`src/rtl/matrix_result_drain_if.sv`:
```
// Read-port and result-stream bundle for matrix_result_drain.
// The drain module uses the master side; memory and sink models use the slave side.
interface matrix_result_drain_if #(
  parameter int AW  = 8,
  parameter int ODW = 32
);
  logic           rd_en_o;
  logic [AW-1:0]  rd_addr_o;
  logic [ODW-1:0] rd_data_i;
  logic [ODW-1:0] m_data_o;
  logic           m_valid_o;
  logic           m_ready_i;
  logic           m_last_o;

  modport master (
    output rd_en_o, rd_addr_o, m_data_o, m_valid_o, m_last_o,
    input  rd_data_i, m_ready_i
  );

  modport slave (
    input  rd_en_o, rd_addr_o, m_data_o, m_valid_o, m_last_o,
    output rd_data_i, m_ready_i
  );
endinterface

```
`src/rtl/matrix_result_drain.sv`:
```
// Drains DIM_N*DIM_N result words in address order into a valid/ready stream with
// credit-limited read issue. Optional feature macro: RESULT_CHECKSUM_EN (adds checksum_o).
module matrix_result_drain #(
  parameter int DIM_N      = 4,
  parameter int AW         = 8,
  parameter int ODW        = 32,
  parameter int RD_LAT     = 2,
  parameter int FIFO_DEPTH = 4
) (
  input  logic clk,
  input  logic rst,
  input  logic start_i,
  output logic busy_o,
  output logic done_o,
  matrix_result_drain_if.master bus
`ifdef RESULT_CHECKSUM_EN
  ,
  output logic [ODW-1:0] checksum_o
`endif
);
  localparam int NRES = DIM_N * DIM_N;
  localparam int CW   = AW + 1;
  localparam int PW   = $clog2(FIFO_DEPTH);
  localparam int FW   = PW + 2;
  localparam logic [CW-1:0] LAST_IDX = CW'(NRES - 1);

  typedef enum logic [1:0] {IDLE, ISSUE, DRAIN, DONE} state_t;

  state_t         state;
  logic [CW-1:0]  addr;
  logic [CW-1:0]  beat_cnt;
  logic [RD_LAT-1:0] rd_vld;
  logic [FW-1:0]  fifo_count;
  logic [FW-1:0]  inflight;
  logic [PW-1:0]  wr_ptr;
  logic [PW-1:0]  rd_ptr;
  logic [ODW-1:0] fifo_mem [FIFO_DEPTH];
  logic           rd_en;
  logic           fifo_wr;
  logic           m_valid;
  logic           xfer;

  always_comb begin
    inflight = '0;
    for (int i = 0; i < RD_LAT; i++) begin
      inflight = inflight + FW'(rd_vld[i]);
    end
  end

  // A read is only issued when the FIFO is guaranteed room for it on return.
  assign rd_en   = (state == ISSUE) && ((fifo_count + inflight) < FW'(FIFO_DEPTH));
  assign fifo_wr = rd_vld[RD_LAT-1];
  assign m_valid = (fifo_count != '0);
  assign xfer    = m_valid && bus.m_ready_i;

  assign bus.rd_en_o   = rd_en;
  assign bus.rd_addr_o = addr[AW-1:0];
  assign bus.m_valid_o = m_valid;
  assign bus.m_data_o  = m_valid ? fifo_mem[rd_ptr] : '0;
  assign bus.m_last_o  = m_valid && (beat_cnt == LAST_IDX);

  always_ff @(posedge clk) begin
    if (rst) begin
      state  <= IDLE;
      addr   <= '0;
      busy_o <= 1'b0;
      done_o <= 1'b0;
    end else begin
      done_o <= 1'b0;
      case (state)
        IDLE: begin
          if (start_i) begin
            state  <= ISSUE;
            addr   <= '0;
            busy_o <= 1'b1;
          end
        end
        ISSUE: begin
          if (rd_en) begin
            addr <= addr + CW'(1);
            if (addr == LAST_IDX) state <= DRAIN;
          end
        end
        DRAIN: begin
          if (xfer && (beat_cnt == LAST_IDX)) begin
            state  <= DONE;
            busy_o <= 1'b0;
            done_o <= 1'b1;
          end
        end
        DONE: state <= IDLE;
        default: state <= IDLE;
      endcase
    end
  end

  always_ff @(posedge clk) begin
    if (rst) begin
      rd_vld     <= '0;
      wr_ptr     <= '0;
      rd_ptr     <= '0;
      fifo_count <= '0;
      beat_cnt   <= '0;
    end else begin
      rd_vld[0] <= rd_en;
      for (int i = 1; i < RD_LAT; i++) begin
        rd_vld[i] <= rd_vld[i-1];
      end
      if (fifo_wr) wr_ptr <= wr_ptr + PW'(1);
      if (xfer) begin
        rd_ptr   <= rd_ptr + PW'(1);
        beat_cnt <= (beat_cnt == LAST_IDX) ? '0 : beat_cnt + CW'(1);
      end
      case ({fifo_wr, xfer})
        2'b10:   fifo_count <= fifo_count + FW'(1);
        2'b01:   fifo_count <= fifo_count - FW'(1);
        default: fifo_count <= fifo_count;
      endcase
    end
  end

  always_ff @(posedge clk) begin
    if (fifo_wr) fifo_mem[wr_ptr] <= bus.rd_data_i;
  end

`ifdef RESULT_CHECKSUM_EN
  always_ff @(posedge clk) begin
    if (rst) begin
      checksum_o <= '0;
    end else if ((state == IDLE) && start_i) begin
      checksum_o <= '0;
    end else if (xfer) begin
      checksum_o <= checksum_o + bus.m_data_o;
    end
  end
`endif
endmodule

```
`src/flat_wrapper.sv`:
```
// flat-port wrapper written by rule: the top's interface ports become plain ports
module matrix_result_drain_flat 
#(
  parameter int DIM_N      = 4,
  parameter int AW         = 8,
  parameter int ODW        = 32,
  parameter int RD_LAT     = 2,
  parameter int FIFO_DEPTH = 4
)
  (clk, rst, start_i, busy_o, done_o, bus_rd_en_o, bus_rd_addr_o, bus_m_data_o, bus_m_valid_o, bus_m_last_o, bus_rd_data_i, bus_m_ready_i);
  matrix_result_drain_if #(.AW(AW), .ODW(ODW)) bus_i ();
  input  logic clk;
  input  logic rst;
  input  logic start_i;
  output logic busy_o;
  output logic done_o;
  output wire logic [$bits(bus_i.rd_en_o)-1:0] bus_rd_en_o;
  output wire logic [$bits(bus_i.rd_addr_o)-1:0] bus_rd_addr_o;
  output wire logic [$bits(bus_i.m_data_o)-1:0] bus_m_data_o;
  output wire logic [$bits(bus_i.m_valid_o)-1:0] bus_m_valid_o;
  output wire logic [$bits(bus_i.m_last_o)-1:0] bus_m_last_o;
  input wire logic [$bits(bus_i.rd_data_i)-1:0] bus_rd_data_i;
  input wire logic [$bits(bus_i.m_ready_i)-1:0] bus_m_ready_i;
  assign bus_rd_en_o = bus_i.rd_en_o;
  assign bus_rd_addr_o = bus_i.rd_addr_o;
  assign bus_m_data_o = bus_i.m_data_o;
  assign bus_m_valid_o = bus_i.m_valid_o;
  assign bus_m_last_o = bus_i.m_last_o;
  assign bus_i.rd_data_i = bus_rd_data_i;
  assign bus_i.m_ready_i = bus_m_ready_i;
  matrix_result_drain #(.DIM_N(DIM_N), .AW(AW), .ODW(ODW), .RD_LAT(RD_LAT), .FIFO_DEPTH(FIFO_DEPTH)) u_core (.clk(clk), .rst(rst), .start_i(start_i), .busy_o(busy_o), .done_o(done_o), .bus(bus_i));
endmodule
```
`config.mk`:
```
export PLATFORM = sky130hd
export DESIGN_NAME = matrix_result_drain_flat
export DESIGN_NICKNAME = d
export VERILOG_FILES = /design/src/rtl/matrix_result_drain_if.sv /design/src/rtl/matrix_result_drain.sv /design/src/flat_wrapper.sv
export SDC_FILE = /design/constraint.sdc
export NUM_CORES = 1
export LEC_CHECK = 0
export BUFFER_PORTS_ARGS = -buffer_cell sky130_fd_sc_hd__clkbuf_2
export CAP_MARGIN = 40
export CORE_AREA = 2 2 119 121
export DETAILED_ROUTE_END_ITERATION = 12
export DIE_AREA = 0 0 121 123
export GPL_TIMING_DRIVEN = 0
export PLACE_DENSITY = 0.68
export SLEW_MARGIN = 20
export SYNTH_ARGS = -nofsm -noshare
export SYNTH_HDL_FRONTEND = slang
export SYNTH_SLANG_ARGS = --single-unit
```
`constraint.sdc`:
```
create_clock -name clk -period 4.25 [get_ports clk]
set_input_delay 0.2125 -clock clk [delete_from_list [all_inputs] [get_ports clk]]
set_output_delay 0.2125 -clock clk [all_outputs]
set_load 0.005 [all_outputs]
```
After elaboration in Yosys (flattened, before gate mapping)
Memories as Yosys holds them, arrays and structs flattened. A register that Yosys moved wholly into a read port is not among the register bits. Index checks and enable logic that the tools add are counted.

Bits in registers: 32. Bits in latches: 0. Bits in writable memories: 128. Memory bits (read-only): 0. Input port bits: 36. Output and inout port bits: 45. Memories kept: 1.

Memory list: u_core.fifo_mem (words 4, bits a word 32, rd ports 1, clocked after Yosys merged registers in 1, wr ports 1, line matrix_result_drain.sv:37) `logic [ODW-1:0] fifo_mem [FIFO_DEPTH];`.

$add $sub $neg: 8. Multipliers: 0. Divide/modulo/power cells: 0. Magnitude comparators: 1. Equal/unequal tests: 11. Shifts and indexed selects: 0. Multiplexer cells: 19. Bitwise logic cells: 1. Reduce and logical (&&, ||, !) cells: 13.

Operators by type and width (number): $mux W32 (1); $mux W9 (3); $add A9 B1 Y9 const B (2); $eq A9 B4 Y1 const B (2); $pmux W9 S2 (1); $mux W2 (6); $pmux W2 S4 (1); $pmux W4 S2 (1); $eq A2 B2 Y1 const B (3); $ne A2 B2 Y1 const B (3); $reduce_and A3 Y1 (2); $reduce_bool A2 Y1 (3); $mux W1 (5); $add A2 B1 Y2 const B (2); $add A4 B1 Y4 const B (1); $add A4 B4 Y4 (1); $eq A2 B1 Y1 const B (2); $logic_and A1 B1 Y1 (4); $lt A4 B3 Y1 const B (1); $reduce_and A4 Y1 (1); $reduce_bool A4 Y1 (1); $sub A4 B1 Y4 const B (1); $add A1 B1 Y2 (1); $logic_not A2 Y1 (1); other kinds (4) (4).

Logic depth before layout (Yosys ltp)
Gate-level depths: netlist of the first run.

Depth after elaboration: 6. Gate-level depth with buffers: 10.

Worst setup path after synthesis of the first run
No wires, ideal clock.

Path kind: reg2reg. Start point: register u_core.fifo_count[1]. End point: register u_core.fifo_count[2]. Library setup time: 70 ps. Data arrival time: 2299 ps. Data required time: 4180 ps. Slack: 1881 ps. Cell stages (with the launch flop): 11. Path buffers: 2. Path through: dfxtp_1 -> clkbuf_1 -> o41a_1 -> clkbuf_1 -> ha_1 -> xor2_1 -> ha_1 -> a21oi_1 -> xor2_1 -> or3_1 -> a21oi_1.

Cells in the longest elaborated chain, start to end: 4.

RTL lines: start, declared (line matrix_result_drain.sv:33) `logic [FW-1:0] fifo_count;`; start signal, assigned (line matrix_result_drain.sv:115) `2'b10: fifo_count <= fifo_count + FW'(1);`; start signal, assigned (line matrix_result_drain.sv:116) `2'b01: fifo_count <= fifo_count - FW'(1);`; start signal, assigned (line matrix_result_drain.sv:117) `default: fifo_count <= fifo_count;`; branches (longest 4 deep; another with $sub A4 B1 Y4).

Several ways; the timed one is not identified. A chain may end at the register's enable or synchronous reset.

Worst setup path after layout of the first run
Start point: register u_core.fifo_count[1]. End point: output bus_m_data_o[18].

Cells in the longest elaborated chain, start to end: 2.

RTL lines: $reduce_bool A4 Y1 (line matrix_result_drain.sv:53) `assign m_valid = (fifo_count != '0);`; $mux W32 (line matrix_result_drain.sv:59) `assign bus.m_data_o = m_valid ? fifo_mem[rd_ptr] : '0;`; end, declared (line flat_wrapper.sv:19) `output wire logic [$bits(bus_i.m_data_o)-1:0] bus_m_data_o;`.

Every way passes these cells.

==> impl_results.md, run 1 <==
- Run status: finished, final reports clean
- HP Start: bus_rd_data_i[3]
- Asr flop ratio synth: 0
- Reg2Reg Depth: 10
- Max_cap viols: 0
- FP Rows: 43
- Min cycle time layout: 2846 ps
- Arrival @ worst endpoint: 2630 ps
- Relative slew margins: 0.5236
- Syn Std Cell Area: 6590 um2
- Worst setup EP type: output port
- Dpl cell area: 7342 um2
- Antenna-violating nets left: 0
- Synth Flop Type: edfxtp_1
- Vias per cell: 5.163
- Vias in the first global route: 3,842
- Worst-Margin Slew: 708.7 ps
- Synth area leader: edfxtp_1
- Tot Pwr: 4161 uW
- Total track usage: 0.1759
- Hold-fix buffers, CTS: 23
- Synthesis-stage register bit count: 162
- Cell breakdown of the critical path: clkbuf_1 -> nor4_2 -> buf_2 -> clkbuf_1 -> nor2b_1 -> clkbuf_2
- Period utilization: 0.6696
- Seq/Total Area, Yosys: 0.6865
- # IOs: 81
- Gate power share: 0.205
- F_max: 351.4 MHz
- Fill count: 1,015
- First-pass GRT wire length: 19,460 um
- Reg power frac: 0.438
- Post-CTS Setup Bufs: 0
- Area grow syn2layout: 23.73%
- Hold path cells: 1
- Sw frac: 0.2827
- IO buf count: 80
- CP Launch Type: register
- Critical path required time: 4040 ps
- Initial antenna violation count: 0
- Residual DRC count: 0
- Syn_area_per_cell: 16.52 um2
- Starting Density: 0.4841
- Slowest stage delay, CP: 680 ps
- Ratio of cells with drive above 1 in the final layout: 0.3191
- Final wirelength: 12,160 um
- Final hold viol count: 0
- Wire length per cell: 16.92 um
- Clock slew seen by the registers of the worst setup and hold paths: 70 ps
- CTS resizes: 0
- HP Class: primary input to register
- Critical R2R Launch: u_core.fifo_count[1]$_SDFFE_PP0P_
- Chip Height: 123 um
- Instance count of the mapped netlist: 399
- Power Dens Cells: 510.3 nW/um2
- N_diodes: 0
- Syn nets: 449
- Hold path endpoint: u_core.fifo_mem[0][3]$_DFFE_PP_
- Core area: 13,610 um2
- R2r endpoint: u_core.fifo_count[2]$_SDFFE_PP0P_
- GR Overflow Total: 0
- Synth area leaders: edfxtp_1, mux4_2, dfxtp_1, nor2b_1, ha_1
- Slowest-stage cell, CP: nor4_2
- Setup Viol. Count Final: 0
- EDFF count, synth: 128
- CP Max Fanout: 10
- Die W: 121 um
- WP buf/inv: 4
- DR vias: 3,712
- R2R Setup Slk: 1590 ps
- WHS: 13.83 ps
- Root buf cell: clkbuf_16
- Internal power component: 2985 uW
- Final instance area: 8154 um2
- Post-layout nets: 576
- Die ar.: 14,880 um2
- Critical path class: register to output port
- Netlist cell types: 45
- Worst skew pair latency: 430 ps
- Switching Power: 1177 uW
- H-tree Lvls: 4
- Hpwl dp: 7814 um
- Clk sinks: 162
- Leak: 0.002974 uW
- Crit path max-delay family: buffers and inverters
- DRT iter0 DRCs: 208
- Peak VDD IR: 0.3283 mV
- Warnings from Yosys: 0
- Cell mode on critical path: clkbuf_1
- Clk buf depth: 2
- Slew Limit Fails: 0
- Clock power share: 0.357
- Share of the synthesized area in the top cell type: 0.5833
- TritonRoute pass-1 iters: 4
- TritonCTS Buffers: 17
- GPL Wtd Cong: 0.7672
- CTS tree: yes
- Pin count of the biggest net entering global routing: 20
- RSZ-0062 raised after global routing: no
- Total negative slack: 0 ps
- Final clock skew: 6.452 ps
[cell usage in the layout, fill, tap and decap left out, drive strengths merged, types with 4 or more instances in the layout]
cell	netlist	layout
mux2i	5	5
a21oi	7	7
o22a	4	4
clkbuf	12	109
clkinv	0	5
nor2	19	19
edfxtp	128	128
mux4	32	32
o21ai	11	11
ha	14	14
inv	8	18
nand2	11	11
buf	12	17
nor2b	37	37
xor2	9	9
and2	6	6
and3	9	9
dfxtp	34	34
dlygate4sd3	0	23
xnor2	5	5
[state kept, by name, indices dropped and copies added (netlist names), 2 cells and up, named ones only]
name and cells:
u_core.rd_ptr 2, u_core.wr_ptr 2, u_core.rd_vld 2, u_core.fifo_count 4, u_core.fifo_mem 128, u_core.beat_cnt 9, u_core.addr 9, u_core.state 2
[worst max-delay path by stage]
| stage | to | cells after the start | slack [ps] | startpoint |
|---|---|---|---|---|
| CTS | bus_m_data_o[22] | 6 | 1350 | u_core.fifo_count[1]$_SDFFE_PP0P_ |
| detailed placement | u_core.fifo_count[2]$_SDFFE_PP0P_ | 10 | 1610 | u_core.fifo_count[1]$_SDFFE_PP0P_ |
| global route | bus_m_data_o[22] | 6 | 1220 | u_core.fifo_count[1]$_SDFFE_PP0P_ |
| floorplan | u_core.fifo_count[2]$_SDFFE_PP0P_ | 10 | 1880 | u_core.fifo_count[1]$_SDFFE_PP0P_ |
| finish | bus_m_data_o[18] | 6 | 1400 | u_core.fifo_count[1]$_SDFFE_PP0P_ |
| global placement | bus_m_data_o[18] | 5 | 1230 | u_core.fifo_count[1]$_SDFFE_PP0P_ |
[cells by family after synthesis]
kind of cell | Yosys count | share of synthesized area
xor gates and xnor gates | 14 | 0.01861
buffers and inverters | 32 | 0.02335
and+or+nand+nor | 104 | 0.09000
adders and majority gates | 14 | 0.02658
DFF | 162 | 0.6865
muxes | 38 | 0.1187
AOI/OAI and AO/OA | 35 | 0.03626
[power groups by stage]
stage	Sequential [uW]	Combinational, uW	Clock [uW]
after global routing	1830	953	1580
after detailed placement	1860	853	0
final	1820	854	1480
after CTS	1820	876	1510
after global placement	1850	825	0
after floorplan	1850	548	0
[cell type report]
class | count | area [um2] | area share
Clock inverter | 15 | 156.4 | 0.01918
Timing Repair Buffer | 108 | 745.7 | 0.09145
Buffer | 24 | 123.9 | 0.01519
Clock buffer | 17 | 425.4 | 0.05217
Inverter | 8 | 30.03 | 0.003683
Tap cell | 180 | 225.2 | 0.02762
Sequential cell | 162 | 4524 | 0.5549
Multi-Input combinational cell | 205 | 1923 | 0.2358
[cell usage after synthesis, types with 2 or more instances]
library cell	number
a211o_1	3
a21oi_1	7
a22o_1	2
a31oi_1	2
and2_1	6
and3_1	8
buf_2	3
buf_4	8
clkbuf_1	12
dfxtp_1	34
edfxtp_1	128
ha_1	14
inv_1	8
mux2i_1	5
mux4_2	32
nand2_1	11
nand3_1	3
nand4_1	2
nor2_1	19
nor2b_1	37
nor3_1	2
nor3b_1	2
o21ai_0	11
o22a_1	4
or2_2	2
or3_1	3
xnor2_1	5
xor2_1	9
[routing by layer]
metal	up-vias	GRT usage	wire length [um]
li1	1781	-	-
met1	1831	0.2265	5427
met2	85	0.2834	5964
met3	15	0.05304	590
met4	0	0.06759	180
met5	-	0	0
[per-stage QoR]
stage	utilization	cells	setup slack, ps
finish	0.5990	719	1404
global route	0.5990	719	1221
CTS	0.5990	719	1353
detailed placement	0.5394	664	1613
global placement	0.5301	659	1234
floorplan	-	399	1881
Note: power is estimated with default switching activity, not from simulation.
==> inputs of run 2 (changes only) <==
Clock period 4.25 ns to 2.9 ns, I/O delays scaled along.
==> impl_results.md, run 2 (synthesis results as in run 1) <==
- Worst setup EP type: output port
- Clock slew seen by the registers of the worst setup and hold paths: 70 ps (about the same)
- First-pass GRT wire length: 19,660 um (+1.0%)
- Max_cap viols: 0 (unchanged)
- Final instance area: 8259 um2 (+1.3%)
- Wire length per cell: 16.80 um (-0.69%)
- Residual DRC count: 0 (unchanged)
- Post-layout nets: 585 (+1.6%)
- Starting Density: 0.4841 (unchanged)
- N_diodes: 0 (unchanged)
- Peak VDD IR: 0.5047 mV (+54%)
- Most common cell after layout, fill and taps aside: edfxtp_1
- CP Launch Type: register
- Clk buf depth: 2 (unchanged)
- Pin count of the biggest net entering global routing: 20 (unchanged)
- TritonCTS Buffers: 17 (unchanged)
- Root buf cell: clkbuf_16
- H-tree Lvls: 4 (unchanged)
- Worst skew pair latency: 430 ps (about the same)
- HP Class: primary input to register
- CTS tree: yes
- Antenna-violating nets left: 0 (unchanged)
- Leak: 0.003019 uW (+1.5%)
- RSZ-0062 raised after global routing: no
- Dpl cell area: 7342 um2 (unchanged)
- CP Max Fanout: 8 (-2)
- Relative slew margins: 0.5629 (+0.03929)
- Largest regs: u_core.fifo_mem (128), u_core.addr (9), u_core.beat_cnt (9)
- Vias in the first global route: 3,888 (+1.2%)
- Setup Viol. Count Final: 0 (unchanged)
- Core area: 13,610 um2 (unchanged)
- Seq. cell area: 4524 um2 (unchanged)
- Die W: 121 um (unchanged)
- Hpwl dp: 7814 um (unchanged)
- Ratio of cells with drive above 1 in the final layout: 0.3139 (-0.005241)
- Period utilization: 0.9048
- Power Dens Cells: 740.4 nW/um2 (+45%)
- Critical path class: register to output port
- GR Overflow Total: 0 (unchanged)
- Critical path required time: 2760 ps (-1280 ps)
- Min cycle time layout: 2624 ps
- Fill count: 1,007 (-0.79%)
- Total track usage: 0.1777 (+0.001764)
- F_max: 381.1 MHz
- DRT iter0 DRCs: 241 (+16%)
- Die ar.: 14,880 um2 (unchanged)
- Slew Limit Fails: 0 (unchanged)
- IO buf count: 80 (unchanged)
- Max reg flops: 128 (unchanged)
- Reg with most FFs: u_core.fifo_mem
- Worst Setup Slack, final: 276.2 ps (-1128 ps)
- R2R Setup Slk: 300 ps (-1290 ps)
- TritonRoute pass-1 iters: 4 (unchanged)
- Chip Height: 123 um (unchanged)
- Multi-input gate area: 1932 um2 (+0.46%)
- Run status: finished, final reports clean
- Post-CTS Setup Bufs: 0 (unchanged)
- # IOs: 81 (unchanged)
- Clk sinks: 162 (unchanged)
- GPL Wtd Cong: 0.7672 (unchanged)
- Arrival @ worst endpoint: 2480 ps (-150 ps)
- Commonest non-fill, non-tap cells in the layout: edfxtp_1, clkbuf_2, nor2b_1
- Final clock skew: 6.271 ps (-0.1810 ps)
- Final wirelength: 12,230 um (+0.55%)
- FP Rows: 43 (unchanged)
- Total negative slack: 0 ps (unchanged)
- Pre-CTS setup slack: 263.4 ps (-1350 ps)
- Worst-Margin Slew: 655.6 ps (-53.03 ps)
- Initial antenna violation count: 0 (unchanged)
- WHS: 119.7 ps (+105.9 ps)
- DR vias: 3,729 (+0.46%)
- Final hold viol count: 0 (unchanged)
- Area grow syn2layout: 25.33%
- Vias per cell: 5.122 (-0.78%)
- Tot Pwr: 6115 uW (+47%)
-- run 2: cell types whose count changed in the layout (fill, tap and decap cells not counted) --
cell           previous run  this run
clkbuf_1                 12        11
dlygate4sd3_1            23        33
nor4_2                    1         0
nor4_4                    0         1
-- run 2: report_power, final --
| part | internal, uW | switching [uW] | leakage (uW) |
|---|---|---|---|
| clock network | 1160 | 1020 | 0.000289 |
| logic | 624 | 646 | 0.00130 |
| registers | 2610 | 63.8 | 0.00143 |
-- run 2: critical path, stage by stage, from the launching register on --
cell      delay, ps
dfxtp_1         490
ha_1            220
ha_1            220
a31oi_1         340
mux2i_1         480
and2_1          200
clkbuf_2        100
-- run 2: path summary, 6_finish.rpt --
path,start,end,cells after the start
setup / recovery,u_core.rd_vld[1]$_SDFF_PP0_,bus_rd_en_o,6
hold reg to reg,u_core.rd_vld[0]$_SDFF_PP0_,u_core.rd_vld[1]$_SDFF_PP0_,1
hold / removal,bus_m_ready_i,u_core.done_o$_SDFF_PP0_,3
setup reg to reg,u_core.fifo_count[1]$_SDFFE_PP0P_,u_core.fifo_count[2]$_SDFFE_PP0P_,9
-- run 2: final cells by class --
cell class	instances	area share
Timing Repair Buffer	118	0.1024
Multi-Input combinational cell	205	0.2339
Tap cell	180	0.02727
Clock buffer	17	0.05151
Clock inverter	15	0.01894
Buffer	23	0.01454
Sequential cell	162	0.5478
Inverter	8	0.003636
-- run 2: layer usage --
layer,GRT usage,routed length (um),up-vias
li1,-,-,1798
met1,0.2270,5362,1823
met2,0.2904,6083,99
met3,0.05120,653,9
met4,0.06759,130,0
met5,0,0,-
-- run 2: repair_timing --
action | 4_1_cts | 5_1_grt
resized for setup | 0 | 1
hold buffers | 33 | 0
endpoints found under the setup margin | 0 | 12
hold endpoints to repair | 132 | 0
-- run 2: metrics by stage --
stage,util,std cells
after floorplan,-,399
after global placement,0.5301,659
after detailed placement,0.5394,664
after CTS,0.6064,729
after global routing,0.6068,728
final,0.6068,728
